`src/rtl/flash_rd_ctrl_pkg.sv`:
```
// Shared types and constants for the parallel NOR flash read controller.
package flash_rd_ctrl_pkg;

   typedef logic [31:0] word_t;
   typedef logic [15:0] half_t;

   typedef enum logic [2:0] {
      S_RST,
      S_RECOV,
      S_CMD_SETUP,
      S_CMD_WE,
      S_CMD_HOLD,
      S_IDLE,
      S_RD_LO,
      S_RD_HI
   } flash_state_t;

   // Command word that puts the x28fxxxp30 into read-array mode.
   localparam half_t FLASH_CMD_READ_ARRAY = 16'h00FF;

   // Largest of four timing parameters; sizes the shared down-counter.
   function automatic int max4(input int a, input int b, input int c, input int d);
      int m;
      m = a;
      if (b > m) m = b;
      if (c > m) m = c;
      if (d > m) m = d;
      return m;
   endfunction

endpackage

```
`src/rtl/flash_rd_ctrl_timer.sv`:
```
// Loadable down-counter shared by every timed phase of the flash sequencer.
// Counts down to zero and parks there; done is high while the count is zero.
module flash_timer #(
   parameter int              W    = 4,
   parameter logic [W-1:0]    INIT = '0
) (
   input  logic         clk,
   input  logic         rst_n,
   input  logic         load,
   input  logic [W-1:0] load_val,
   output logic         done
);

   logic [W-1:0] cnt;

   // Load a new interval, otherwise count down and hold at zero.
   // NOTE: sequential state uses non-blocking assignments so every register
   // samples its inputs from the same edge, independent of block ordering.
   always_ff @(posedge clk or negedge rst_n) begin
      if (!rst_n) begin
         cnt <= INIT;
      end else if (load) begin
         cnt <= load_val;
      end else if (cnt != '0) begin
         cnt <= cnt - 1'b1;
      end
   end

   assign done = (cnt == '0);

endmodule

```
`src/rtl/flash_rd_ctrl.sv`:
```
// Read-only sequencer for a 16-bit parallel NOR flash: releases the part from
// reset, writes the read-array command, then serves 32-bit reads as two
// timed halfword accesses (low half first).
module flash_rd_ctrl
   import flash_rd_ctrl_pkg::*;
#(
   parameter int RST_CYCLES     = 8,
   parameter int RECOVER_CYCLES = 16,
   parameter int ACCESS_CYCLES  = 6,
   parameter int WE_CYCLES      = 3,
   parameter int ADDR_W         = 23
) (
   input  logic              clk,
   input  logic              rst_n,
   input  logic              req_valid,
   input  logic [ADDR_W-3:0] req_addr,
   output logic              req_ready,
   output word_t             rdata,
   output logic              rdata_valid,
   output logic              init_done,
   output logic [ADDR_W-1:0] flash_a,
   input  half_t             flash_d_i,
   output half_t             flash_d_o,
   output logic              flash_d_oe,
   output logic              flash_ce_n,
   output logic              flash_oe_n,
   output logic              flash_we_n,
   output logic              flash_rp_n,
   output logic              flash_vpen
);

   localparam int CNT_MAX = max4(RST_CYCLES, RECOVER_CYCLES, ACCESS_CYCLES, WE_CYCLES);
   localparam int CNT_W   = (CNT_MAX > 1) ? $clog2(CNT_MAX) : 1;

   // Counter load values: an interval of N cycles loads N-1.
   localparam logic [CNT_W-1:0] RST_LD   = CNT_W'(RST_CYCLES - 1);
   localparam logic [CNT_W-1:0] RECOV_LD = CNT_W'(RECOVER_CYCLES - 1);
   localparam logic [CNT_W-1:0] ACC_LD   = CNT_W'(ACCESS_CYCLES - 1);
   localparam logic [CNT_W-1:0] WE_LD    = CNT_W'(WE_CYCLES - 1);

   flash_state_t      state;
   logic [ADDR_W-3:0] addr_q;
   logic              tmr_load;
   logic [CNT_W-1:0]  tmr_val;
   logic              tmr_done;
   logic              accept;

   // The part is never programmed or erased.
   assign flash_vpen = 1'b0;

   assign accept = (state == S_IDLE) && req_valid && req_ready;

   // Timer starts out loaded with the reset-pulse width.
   flash_timer #(
      .W    (CNT_W),
      .INIT (RST_LD)
   ) u_timer (
      .clk      (clk),
      .rst_n    (rst_n),
      .load     (tmr_load),
      .load_val (tmr_val),
      .done     (tmr_done)
   );

   // Reload the shared timer on entry to each timed phase.
   // NOTE: every signal written here gets a default first, so no path can
   // leave it unassigned and infer a latch.
   always_comb begin
      tmr_load = 1'b0;
      tmr_val  = '0;
      case (state)
         S_RST:       if (tmr_done) begin tmr_load = 1'b1; tmr_val = RECOV_LD; end
         S_CMD_SETUP: begin tmr_load = 1'b1; tmr_val = WE_LD; end
         S_IDLE:      if (accept) begin tmr_load = 1'b1; tmr_val = ACC_LD; end
         S_RD_LO:     if (tmr_done) begin tmr_load = 1'b1; tmr_val = ACC_LD; end
         default:     ;
      endcase
   end

   // Sequencer: reset/recovery, read-array command write, then halfword reads.
   always_ff @(posedge clk or negedge rst_n) begin
      if (!rst_n) begin
         state       <= S_RST;
         addr_q      <= '0;
         req_ready   <= 1'b0;
         rdata       <= '0;
         rdata_valid <= 1'b0;
         init_done   <= 1'b0;
         flash_a     <= '0;
         flash_d_o   <= '0;
         flash_d_oe  <= 1'b0;
         flash_ce_n  <= 1'b1;
         flash_oe_n  <= 1'b1;
         flash_we_n  <= 1'b1;
         flash_rp_n  <= 1'b0;
      end else begin
         rdata_valid <= 1'b0;
         case (state)
            S_RST: begin
               if (tmr_done) begin
                  flash_rp_n <= 1'b1;
                  state      <= S_RECOV;
               end
            end
            S_RECOV: begin
               if (tmr_done) begin
                  flash_ce_n <= 1'b0;
                  flash_a    <= '0;
                  flash_d_o  <= FLASH_CMD_READ_ARRAY;
                  flash_d_oe <= 1'b1;
                  state      <= S_CMD_SETUP;
               end
            end
            S_CMD_SETUP: begin
               flash_we_n <= 1'b0;
               state      <= S_CMD_WE;
            end
            S_CMD_WE: begin
               if (tmr_done) begin
                  flash_we_n <= 1'b1;
                  state      <= S_CMD_HOLD;
               end
            end
            S_CMD_HOLD: begin
               flash_d_oe <= 1'b0;
               flash_d_o  <= '0;
               flash_ce_n <= 1'b1;
               init_done  <= 1'b1;
               state      <= S_IDLE;
            end
            S_IDLE: begin
               if (accept) begin
                  addr_q     <= req_addr;
                  flash_a    <= {req_addr, 2'b00};
                  flash_ce_n <= 1'b0;
                  flash_oe_n <= 1'b0;
                  req_ready  <= 1'b0;
                  state      <= S_RD_LO;
               end else begin
                  // Ready rises one cycle after entering idle, so a new
                  // request lands the cycle after the rdata_valid pulse.
                  req_ready <= 1'b1;
               end
            end
            S_RD_LO: begin
               if (tmr_done) begin
                  rdata[15:0] <= flash_d_i;
                  flash_a     <= {addr_q, 2'b10};
                  state       <= S_RD_HI;
               end
            end
            S_RD_HI: begin
               if (tmr_done) begin
                  rdata[31:16] <= flash_d_i;
                  flash_ce_n   <= 1'b1;
                  flash_oe_n   <= 1'b1;
                  rdata_valid  <= 1'b1;
                  state        <= S_IDLE;
               end
            end
            default: state <= S_RST;
         endcase
      end
   end

endmodule

```
`config.mk`:
```
export PLATFORM = sky130hd
export DESIGN_NAME = flash_rd_ctrl
export DESIGN_NICKNAME = d
export VERILOG_FILES = /design/src/rtl/flash_rd_ctrl_pkg.sv /design/src/rtl/flash_rd_ctrl_timer.sv /design/src/rtl/flash_rd_ctrl.sv
export SDC_FILE = /design/constraint.sdc
export NUM_CORES = 1
export LEC_CHECK = 0
export BUFFER_PORTS_ARGS = -buffer_cell sky130_fd_sc_hd__buf_2
export CORE_ASPECT_RATIO = 1.75
export CORE_UTILIZATION = 35
export CTS_CLUSTER_DIAMETER = 50
export DETAILED_ROUTE_END_ITERATION = 16
export GPL_TIMING_DRIVEN = 0
export PLACE_DENSITY_LB_ADDON = 0.12
export SYNTH_ARGS = -nofsm -noshare
export SYNTH_HDL_FRONTEND = slang
export SYNTH_SLANG_ARGS = --single-unit
```
`constraint.sdc`:
```
create_clock -name clk -period 6.4 [get_ports clk]
set_clock_uncertainty 0.2 [all_clocks]
set_input_delay 0.32 -clock clk [delete_from_list [all_inputs] [get_ports clk]]
set_output_delay 0.32 -clock clk [all_outputs]
set_load 0.02 [all_outputs]
```
* Yosys cells after proc, flatten, opt, wreduce, memory -nomap -nowiden
Cells that the tools add are included.
** Operators by class
- Multiplexer cells :: 31
- Reduce and logical (&&, ||, !) cells :: 22
- $add $sub $neg :: 1
- Eq/ne operators :: 13
** Operator list (number)
- 23-bit two-way mux :: 3
- 23-bit case mux with 3 select lines :: 1
- 16-bit case mux with 2 select lines :: 1
- 3-bit two-way mux :: 8
- 3-bit case mux with 8 select lines :: 1
- 16-bit two-way mux :: 1
- 4-bit case mux with 4 select lines :: 1
- 3-bit equality test (second input constant) :: 4
- 4-bit two-way mux :: 3
- 2-bit inequality test (second input constant) :: 6
- 2-bit AND reduction :: 6
- 4-bit AND reduction :: 2
- 2-bit nonzero test :: 4
- 4-bit nonzero test :: 2
- 1-bit two-way mux :: 7
- 3-bit by 2-bit equality test with 1-bit output (second input constant) :: 2
- 1-bit case mux with 2 select lines :: 3
- 6-bit AND reduction :: 1
- 4-bit logical NOT :: 1
- 1-bit case mux with 4 select lines :: 1
- 4-bit by 1-bit subtractor with 4-bit output (second input constant) :: 1
- 3-bit by 1-bit equality test with 1-bit output (second input constant) :: 1
- 3-bit logical NOT :: 1
- 1-bit case mux with 3 select lines :: 1
- 4 further kinds :: 5
** Word-level totals
- Logic and storage cells :: 82
- Input bits :: 40
- Output and inout bits :: 80
- Bits in registers :: 107

* Logic depth before layout (Yosys ltp)
Gate-level depths: netlist of run 1.
- Depth after elaboration :: 6
- Mapped depth :: 9
- Depth with buffers taken out :: 7

* Hierarchy
A second synthesis of run 1 with hierarchy kept.
** Unflattened totals
- Cells, all modules :: 365
- Area total of the unflattened synthesis :: 3977.6 um^2
** By module, submodules not included
- flash_rd_ctrl :: cells an instance 343, seq. area each 2155.8 um^2, area an instance 3739.8 um^2, times used 1
- flash_timer :: cells an instance 22, seq. area each 103.8 um^2, area an instance 237.7 um^2, times used 1

* Worst setup path before layout of run 1
No wires, ideal clock.
- Kind :: reg-to-reg
- Start point :: register u_timer.cnt[0]
- End point :: register flash_a[13]
- Arrival time :: 2019 ps
- Library setup time :: 126 ps
- Buffers on the path :: 2
- Slack :: 4055 ps
- Period minus slack after synthesis :: 2345 ps
- Stages on the path, launching flop included :: 9
- Data required time :: 6074 ps
- Path through :: dfstp_2 > inv_1 > ha_1 > or3b_1 > buf_4 > a2111oi_4 > a31oi_2 > buf_6 > a221o_1
** Between the ends
- Cells in the longest elaborated chain, start to end :: 3
- Elaborated cells between the ends (all ways) :: 4
- Those cells by class :: eq/ne: 2; reduce/logical: 2
** Ends and longest elaborated chain
- start, declared :: line flash_rd_ctrl_timer.sv:14 : logic [W-1:0] cnt;
- start signal, assigned :: line flash_rd_ctrl_timer.sv:23 : cnt <= load_val;
- start signal, assigned :: line flash_rd_ctrl_timer.sv:25 : cnt <= cnt - 1'b1;
- 4-bit logical NOT * :: line flash_rd_ctrl_timer.sv:29 : assign done = (cnt == '0);
- 2-bit inequality test (no line)
- 4-bit AND reduction (no line) *
- end signal, assigned :: line flash_rd_ctrl.sv:134 : flash_a <= {req_addr, 2'b00};
- end signal, assigned :: line flash_rd_ctrl.sv:148 : flash_a <= {addr_q, 2'b10};
- end, declared :: line flash_rd_ctrl.sv:21 : output logic [ADDR_W-1:0] flash_a,
Every way passes the cells marked *; elsewhere a longest branch is shown, timed or not.
A chain may end at the register's enable or synchronous reset.

* Worst setup path after layout of run 1
- Start point :: register u_timer.cnt[0]
- End point :: register rdata[27]
** Between the ends
- Cells in the longest elaborated chain, start to end :: 2
** Ends and longest elaborated chain
- 4-bit logical NOT :: line flash_rd_ctrl_timer.sv:29
- 2-bit AND reduction (no line)
- end signal, assigned :: line flash_rd_ctrl.sv:154 : rdata[31:16] <= flash_d_i;
- end, declared :: line flash_rd_ctrl.sv:18 : output word_t rdata,
No other way between the ends.

==> results of run 1 <==
-- synthesized netlist by cell type (all sizes together) --
cell type	n
nand2	117
dfrtp	84
nor2	32
buf	23
a221o	21
mux2	18
clkbuf	16
a21oi	11
inv	7
dfstp	6
ha	5
nand3	5
nor3	3
o21ai	3
a21o	2
nand2b	2
nor2b	2
nor4	2
o31ai	2
a2111oi	1
a211oi	1
a21boi	1
a31oi	1
and2	1
and4	1
conb	1
nand4	1
nor3b	1
o22ai	1
o311ai	1
o32ai	1
or3	1
or3b	1
xnor2	1
xor2	1
-- worst max-delay path: cells and delay by family (launching register included) --
kind / cells / cell delay [ps]
DFF: 1 / 380
adders and majority gates: 1 / 190
buffers and inverters: 4 / 1010
and+or+nand+nor: 4 / 820
-- power by group --
group | total [W] | internal, W | switching [W]
clock network | 0.000535 | 0.000316 | 0.000219
logic | 0.000924 | 0.000369 | 0.000554
registers | 0.000937 | 0.000804 | 0.000133
-- sequential cells by signal, indices dropped and copies added, names as in the netlist --
signal / count
init_done: 1
flash_oe_n: 1
rdata_valid: 1
u_timer.cnt: 4
flash_a: 22
flash_ce_n: 1
addr_q: 21
state: 3
flash_d_o: 1
flash_we_n: 1
req_ready: 1
rdata: 32
flash_rp_n: 1
-- per-stage QoR --
step	hold slack (ps)	cells	total power (W)	area, um2
floorplan	-176	386	0.00156	3910
global placement	238	625	0.00184	4620
detailed placement	168	626	0.00187	4650
CTS	1.02	673	0.00243	5270
global route	12.4	673	0.00257	5270
finish	5.98	673	0.00240	5270
-- path summary, 6_finish.rpt --
kind,startpoint,depth (start not counted),to
min,req_addr[2],3,addr_q[2]
min reg2reg,init_done,1,init_done
max reg2reg,u_timer.cnt[0],9,rdata[27]
min in group asynchronous,rst_n,2,addr_q[8]
max,u_timer.cnt[0],9,rdata[27]
max in group asynchronous,rst_n,3,rdata[22]
-- layer usage --
metal	routed length (um)	share of wire (%)
met4	139	1.5
met2	4860	52
met5	0	0
met3	432	4.7
met1	3840	41
-- layout make-up --
type	instances	area, um2	area share (%)
clock buffers	11	243	4.61
multi-input cells	250	1390	26.4
inverters	7	26.3	0.499
well taps	130	163	3.09
plain buffers	39	235	4.46
repair buffers	141	886	16.8
flip-flops and latches	90	2260	42.9
clock inverters	5	63.8	1.21
-- cells by family (layout without fill, tap and decap cells) --
family,after synthesis,after routing
AO/OA/AOI/OAI,46,46
XOR/XNOR,2,2
adder cells (fa/ha/maj),5,5
buffers and inverters,46,203
flip-flops,90,90
multiplexers,18,18
other,1,10
AND/OR/NAND/NOR,169,169
==> summary.md, run 1 <==
| Metric | Value |
|---|---|
| Status | finished, final reports clean |
| Num ports | 120 |
| Largest area contributor in the netlist | dfrtp_1 |
| Mean Syn Cell Area | 10.3 um2 |
| TritonCTS Buffers | 9 |
| Largest family of logic cells by synthesized area | simple AND/OR/NAND/NOR gates |
| Avg WL per Cell | 13.8 um |
| DR DRC count | 0 |
| Initial Util | 36.1% |
| Minimum clock period | 2680 ps |
| Post-Place Worst Slack | 3710 ps |
| Critical path required time | 6480 ps |
| Slew Viols, Final | 0 |
| CTS hold repair buffers | 31 |
| Maximum buffer depth of the clock tree | 2 |
| Complex-gate fraction of the synthesized area | 10.0% |
| M1 GR Usage | 19.9% |
| Final setup fails | 0 |
| Post-CTS setup buffer count | 0 |
| CP peak stage delay | 390 ps |
| Share of cells above drive strength 1 | 30.8% |
| Crit-path cells | inv_1, ha_1, nor3b_1, clkbuf_1, nand3_1, inv_2, buf_2, nand2_1, nand2_1 |
| Slowest-stage cell, CP | clkbuf_1 |
| Area fraction of the dominant cell type after synthesis | 54.2% |
| Final antenna-violating net count | 0 |
| Detailed Place HPWL | 6.52 mm |
| Yosys warnings | 0 |
| Worst rel slew slack | 60.3% |
| Post-synthesis mux area share | 5.22% |
| Grt ovf | 0 |
| DR vias/cell | 4.74 |
| Final-layout fill cell count | 1021 |
| RD Place Congestion | 0.731 |
| Die width | 81.6 um |
| Vias in the first global route | 3189 |
| Rows | 50 |
| Most frequent cells in the layout | 117 x nand2_1, 110 x buf_2, 84 x dfrtp_1, 31 x nor2_1, 31 x dlygate4sd3_1 |
| Worst vdd ir | 201 uV |
| Crit start category | register |
| Worst-skew pair later-pin latency | 330 ps |
| Met2 capacity usage during global routing | 30.7% |
| Total negative slack | 0 ps |
| Arrival @ worst endpoint | 2760 ps |
| Setup CP Type | register to register |
| Final period util | 41.8% |
| Die H | 141 um |
| CTS clk-pin slew, worst paths | 70 ps |
| RSZ-0062 raised after global routing | no |
| Post-Syn Instances | 377 |
| PD cells | 455 mW/mm2 |
| DR iter-0 viols | 79 |
| Hold Violations, Final | 0 |
| Root Buffer | clkbuf_16 |
| CORE AREA | 0.0108 mm2 |
| HP Class | input port to register |
| TritonCTS clock tree | yes |
| PortBufs | 109 |
| Leakage | 2.77 nW |
| Seq/Total Area, Yosys | 58.2% |
| Die ar. | 0.0115 mm2 |
| Htree depth | 3 |
| Final net count | 583 |
| Total wire length | 9.27 mm |
| Simple-gate share of the synthesized area | 17.6% |
| Total number of vias | 3193 |
| Largest net degree at the start of global routing | 48 |
| Most frequent CP cell | nand2_1 |
| Final Util | 49.0% |
| Max Clock Freq | 374 MHz |
| CP Capture Type | register |
| Global-route wire length before repair | 15.4 mm |
| Pre-antenna DRT Iters | 4 |
| Top post-synthesis cells by area | dfrtp_1 54%, nand2_1 11%, a221o_1 5.4% |
| Post-Synth XOR/XNOR Area | 0.451% |
| P&R area growth vs syn | 35.8% |
| Post-Syn Area | 0.00388 mm2 |
| Post-synthesis cell type count | 40 |
| GRT met3 Usage | 3.99% |
| Commonest non-fill, non-tap cell in the layout | nand2_1 |
| Maxcap violations | 0 |
| Crit Path Max Fanout | 10 |
| Global-route usage over all layers | 17.5% |
| Setup WS post-layout | 3720 ps |
| R2R Setup Slk | 3720 ps |
| Post-Synth Adder-Cell Area | 1.61% |
| Synth Register Bits | 90 |
| Initial antenna violation count | 0 |
| Resize count post-CTS | 0 |
| Worst-Margin Slew | 596 ps |
| CTS sink count | 90 |
| N_diodes | 0 |
| Global route hottest layer | met2 |
Power figures use the tool's default switching activity.
==> run 2: changes to the inputs <==
Clock period 6.4 ns to 2.62 ns, I/O delays scaled along.
==> summary.md, run 2 (synthesis gave the netlist of run 1 again) <==
| Metric | Value |
|---|---|
| Status | finished, final reports clean |
| N_diodes | 0 |
| Largest net degree at the start of global routing | 48 |
| Grt ovf | 0 |
| Crit Path Max Fanout | 9 |
| Maxcap violations | 0 |
| Worst-Margin Slew | 600 ps |
| Setup CP Type | register to register |
| Worst path depth | 8 |
| DR iter-0 viols | 72 |
| Buffers & Inverters on Critical Path | 3 |
| Comb pwr share | 39.1% |
| Avg WL per Cell | 13.9 um |
| Max Clock Freq | 397 MHz |
| Pwr Total | 0.00592 W |
| Leakage | 2.84 nW |
| Die width | 81.6 um |
| Final setup fails | 0 |
| Critical path required time | 2640 ps |
| Die H | 141 um |
| Cell area after layout | 0.00540 mm2 |
| Global-route usage over all layers | 17.7% |
| Largest register FFs | 32 |
| Global-route wire length before repair | 15.5 mm |
| Commonest non-fill, non-tap cell in the layout | nand2_1 |
| Final antenna-violating net count | 0 |
| Worst-skew pair later-pin latency | 330 ps |
| Slowest-stage cell, CP | dfstp_2 |
| Final period util | 96.2% |
| P&R area growth vs syn | 39.1% |
| Share of cells above drive strength 1 | 32.7% |
| Crit start category | register |
| Crit-path cells | inv_1, ha_2, or3b_1, buf_4, a2111oi_4, a31oi_4, buf_4, a221o_1 |
| Total wire length | 9.46 mm |
| Setup WS post-layout | 99.8 ps |
| Flop pwr share | 38.7% |
| Initial antenna violation count | 0 |
| CORE AREA | 0.0108 mm2 |
| Vias in the first global route | 3225 |
| Critical R2R Launch | u_timer.cnt[0] |
| Post-Place Worst Slack | -69.5 ps |
| Detailed Place HPWL | 6.52 mm |
| DR DRC count | 0 |
| Worst rel slew slack | 60.0% |
| Worst vdd ir | 543 uV |
| Maximum buffer depth of the clock tree | 2 |
| Most frequent cells in the layout | 117 x nand2_1, 110 x buf_2, 84 x dfrtp_1, 39 x dlygate4sd3_1, 31 x nor2_1 |
| CP top delay family | compound AO/OA/AOI/OAI gates |
| Minimum clock period | 2520 ps |
| P_int | 0.00367 W |
| Most frequent CP cell | buf_4 |
| Hold Violations, Final | 0 |
| CP Capture Type | register |
| TritonCTS clock tree | yes |
| CP peak stage delay | 380 ps |
| Pre-antenna DRT Iters | 4 |
| Part of the power in the clock network | 22.2% |
| Post-DP Area | 0.00465 mm2 |
| Total number of vias | 3178 |
| Htree depth | 3 |
| Initial Util | 36.1% |
| Root Buffer | clkbuf_16 |
| HP Class | input port to asynchronous set/reset pin |
| Switching power | 0.00225 W |
| TritonCTS Buffers | 9 |
| R2R Setup Slk | 100 ps |
| DR vias/cell | 4.67 |
| Largest regs | rdata: 32 flops, flash_a: 22 flops, addr_q: 21 flops |
| Net Sw Frac | 38.0% |
| RD Place Congestion | 0.731 |
| Cells on worst reg2reg path | 8 |
| Num ports | 120 |
| Slew Viols, Final | 0 |
| Rows | 50 |
| PortBufs | 109 |
| CTS sink count | 90 |
| PD cells | 1100 mW/mm2 |
| Final net count | 591 |
| Arrival @ worst endpoint | 2540 ps |
| Total negative slack | 0 ps |
| CTS clk-pin slew, worst paths | 70 ps |
| Die ar. | 0.0115 mm2 |
| Most flops, register | rdata |
| Worst R2R End | flash_a[7] |
[run 2: layout make-up]
cell class                      count  area, um2
Fill cell                        1001       5360
Sequential cell                    90       2260
Multi-Input combinational cell    250       1420
Timing Repair Buffer              150        973
Clock buffer                       11        243
Buffer                             38        241
Tap cell                          130        163
Clock inverter                      5       63.8
Inverter                            7       28.8
[run 2: how the worst max path moves through the flow]
stage / endpoint / slack, ps / startpoint
after global placement: rdata[29] / -50 / u_timer.cnt[0]
final: flash_a[7] / 100 / u_timer.cnt[0]
after CTS: flash_a[12] / 60 / u_timer.cnt[0]
after detailed placement: flash_a[16] / -70 / state[1]
after global routing: flash_a[20] / -5 / u_timer.cnt[0]
after floorplan: flash_a[13] / 280 / u_timer.cnt[0]
[run 2: repair_timing]
item                                    CTS  global route
endpoints found under the setup margin   38            40
gates cloned                              0             1
gates resized for setup                   6            14
pin swaps                                 0             1
hold buffers                             39             0
buffers inserted                          0             0
endpoints found under the hold margin   118             0
[run 2: metal layers]
layer	global-route usage (%)	share of wire (%)	vias to the layer above
li1	-	-	1573
met1	19.8	42	1519
met2	31.1	52	76
met3	3.99	3.9	10
met4	7.48	1.5	0
met5	0	0	-
[run 2: power groups by stage]
stage | Sequential, W | Clock [W] | Combinational (W)
after floorplan | 0.00270 | 0 | 0.00111
after global placement | 0.00230 | 0 | 0.00221
after detailed placement | 0.00231 | 0 | 0.00225
after CTS | 0.00229 | 0.00135 | 0.00230
after global routing | 0.00238 | 0.00141 | 0.00256
final | 0.00229 | 0.00131 | 0.00231
[run 2: stage by stage]
stage	std cells	utilization (%)	hold slack [ps]
floorplan	386	-	-365
global placement	625	43.0	137
detailed placement	626	43.2	-21.5
CTS	681	49.8	159
global route	681	50.2	206
finish	681	50.2	140
==> run 3: changes to the inputs <==
==> constraint.sdc (replaced) <==
create_clock -name clk -period 2.62 [get_ports clk]
set_clock_uncertainty 0.2 [all_clocks]
set_input_delay 0.524 -clock clk [delete_from_list [all_inputs] [get_ports clk]]
set_output_delay 0.524 -clock clk [all_outputs]
set_load 0.02 [all_outputs]
==> summary.md, run 3 (synthesis gave the netlist of run 1 again) <==
| Metric | Value |
|---|---|
| Worst-Margin Slew | 590 ps |
| Hold Violations, Final | 12 |
| Setup crit start | u_timer.cnt[0] |
| Die H | 141 um |
| Grt ovf | 0 |
| Worst-skew pair later-pin latency | 340 ps |
| Crit-path cells | inv_1, ha_2, or3b_1, buf_4, a2111oi_4, a31oi_4, buf_4, a221o_1 |
| Die width | 81.6 um |
| Worst vdd ir | 556 uV |
| Largest net degree at the start of global routing | 48 |
| Maximum buffer depth of the clock tree | 2 |
| Global-route usage over all layers | 17.0% |
| CP Capture Type | register |
| Final setup fails | 0 |
| Vias in the first global route | 3064 |
| HP Class | input port to asynchronous set/reset pin |
| Final Util | 46.5% |
| Num ports | 120 |
| Leakage | 2.67 nW |
| Total wire length | 9.10 mm |
| Global route hottest layer | met2 |
| Status | finished with violations |
| N_diodes | 0 |
| CTS clk-pin slew, worst paths | 70 ps |
| Crit Path Max Fanout | 9 |
| PD cells | 1170 mW/mm2 |
| Minimum clock period | 2520 ps |
| Max Clock Freq | 397 MHz |
| Final period util | 96.2% |
| DR iter-0 viols | 98 |
| Maxcap violations | 0 |
| Crit start category | register |
| Die ar. | 0.0115 mm2 |
| TritonCTS Buffers | 9 |
| Worst rel slew slack | 60.6% |
| Largest register FFs | 32 |
| Share of cells above drive strength 1 | 35.2% |
| Global-route wire length before repair | 14.9 mm |
| Cells on worst reg2reg path | 8 |
| Critical R2R Launch | u_timer.cnt[0] |
| M1 GR Usage | 19.5% |
| Root Buffer | clkbuf_16 |
| Post-CTS setup buffer count | 0 |
| DR DRC count | 0 |
| Pre-antenna DRT Iters | 4 |
| Final antenna-violating net count | 0 |
| Largest regs | rdata: 32 flops, flash_a: 22 flops, addr_q: 21 flops |
| PortBufs | 109 |
| Most frequent CP cell | buf_4 |
| RD Place Congestion | 0.731 |
| CP peak stage delay | 380 ps |
| Hold slack | -19.7 ps |
| CORE AREA | 0.0108 mm2 |
| Arrival @ worst endpoint | 2540 ps |
| CTS hold repair buffers | 0 |
| P&R area growth vs syn | 29.0% |
| Worst R2R End | flash_a[7] |
| Total number of vias | 3071 |
| TritonCTS clock tree | yes |
| Initial antenna violation count | 0 |
| Met2 capacity usage during global routing | 29.4% |
| Slew Viols, Final | 0 |
| DR vias/cell | 4.78 |
| Final net count | 552 |
| Avg WL per Cell | 14.2 um |
| Htree depth | 3 |
| Commonest non-fill, non-tap cell in the layout | nand2_1 |
| Setup CP Type | register to register |
| Rows | 50 |
| GRT met3 Usage | 4.18% |
| CP Capture Point | flash_a[7] |
| R2R Setup Slk | 100 ps |
| Most frequent cells in the layout | 117 x nand2_1, 110 x buf_2, 84 x dfrtp_1, 31 x nor2_1 |
| Most flops, register | rdata |
| CTS sink count | 90 |
| Detailed Place HPWL | 6.52 mm |
| Slowest-stage cell, CP | dfstp_2 |
| Initial Util | 36.1% |
| Critical path required time | 2640 ps |
| Violated checks | negative hold slack |
-- run 3: critical path: cells and delay by family, from the launching register on --
family | cells | cell delay, ps
buf+inv | 3 | 470
simple gates | 1 | 350
compound gates | 3 | 800
flops | 1 | 380
fa+ha+maj | 1 | 190
-- run 3: how the worst min path moves through the flow --
stage                     from     endpoint  slack (ps)  cells after the start
finish                   rst_n  flash_a[10]         -20                      1
floorplan                rst_n    addr_q[0]          30                      0
CTS                      rst_n    addr_q[8]           6                      1
global route             rst_n  flash_a[10]          40                      1
detailed placement  flash_rp_n   flash_rp_n         260                      1
global placement     init_done    init_done         240                      1
-- run 3: layout make-up --
class | count | area, um2
Clock buffer | 11 | 243
Inverter | 7 | 28.8
Buffer | 38 | 241
Fill cell | 1045 | 5750
Multi-Input combinational cell | 250 | 1420
Sequential cell | 90 | 2260
Clock inverter | 5 | 63.8
Tap cell | 130 | 163
Timing Repair Buffer | 111 | 583
-- run 3: where the power goes --
group / total [W] / leakage [nW] / switching, W / internal (W)
clock network: 0.00131 / 0.146 / 0.000541 / 0.000772
logic: 0.00226 / 1.43 / 0.00137 / 0.000896
registers: 0.00229 / 1.10 / 0.000326 / 0.00196
-- run 3: layer usage --
layer	vias up	part of all wire [%]
li1	1500	-
met1	1482	42
met2	81	52
met3	8	5.0
met4	0	1.3
met5	-	0
-- run 3: repair_timing --
item / in CTS / in global routing
endpoints found under the setup margin: 38 / 40
gates resized for setup: 6 / 14
cloned: 0 / 1
pin swaps: 0 / 1
-- run 3: through the flow --
step	worst slack, ps	std cells	TNS [ps]	total power, W	area [um2]
4_1_cts	59.8	642	0	0.00590	4970
3_5_place_dp	-69.5	626	-1170	0.00456	4650
5_1_grt	-5.32	642	-5.32	0.00629	5010
6_report	100	642	0	0.00587	5010
2_1_floorplan	275	386	0	0.00381	3910
3_3_place_gp	-52.7	625	-4160	0.00450	4620
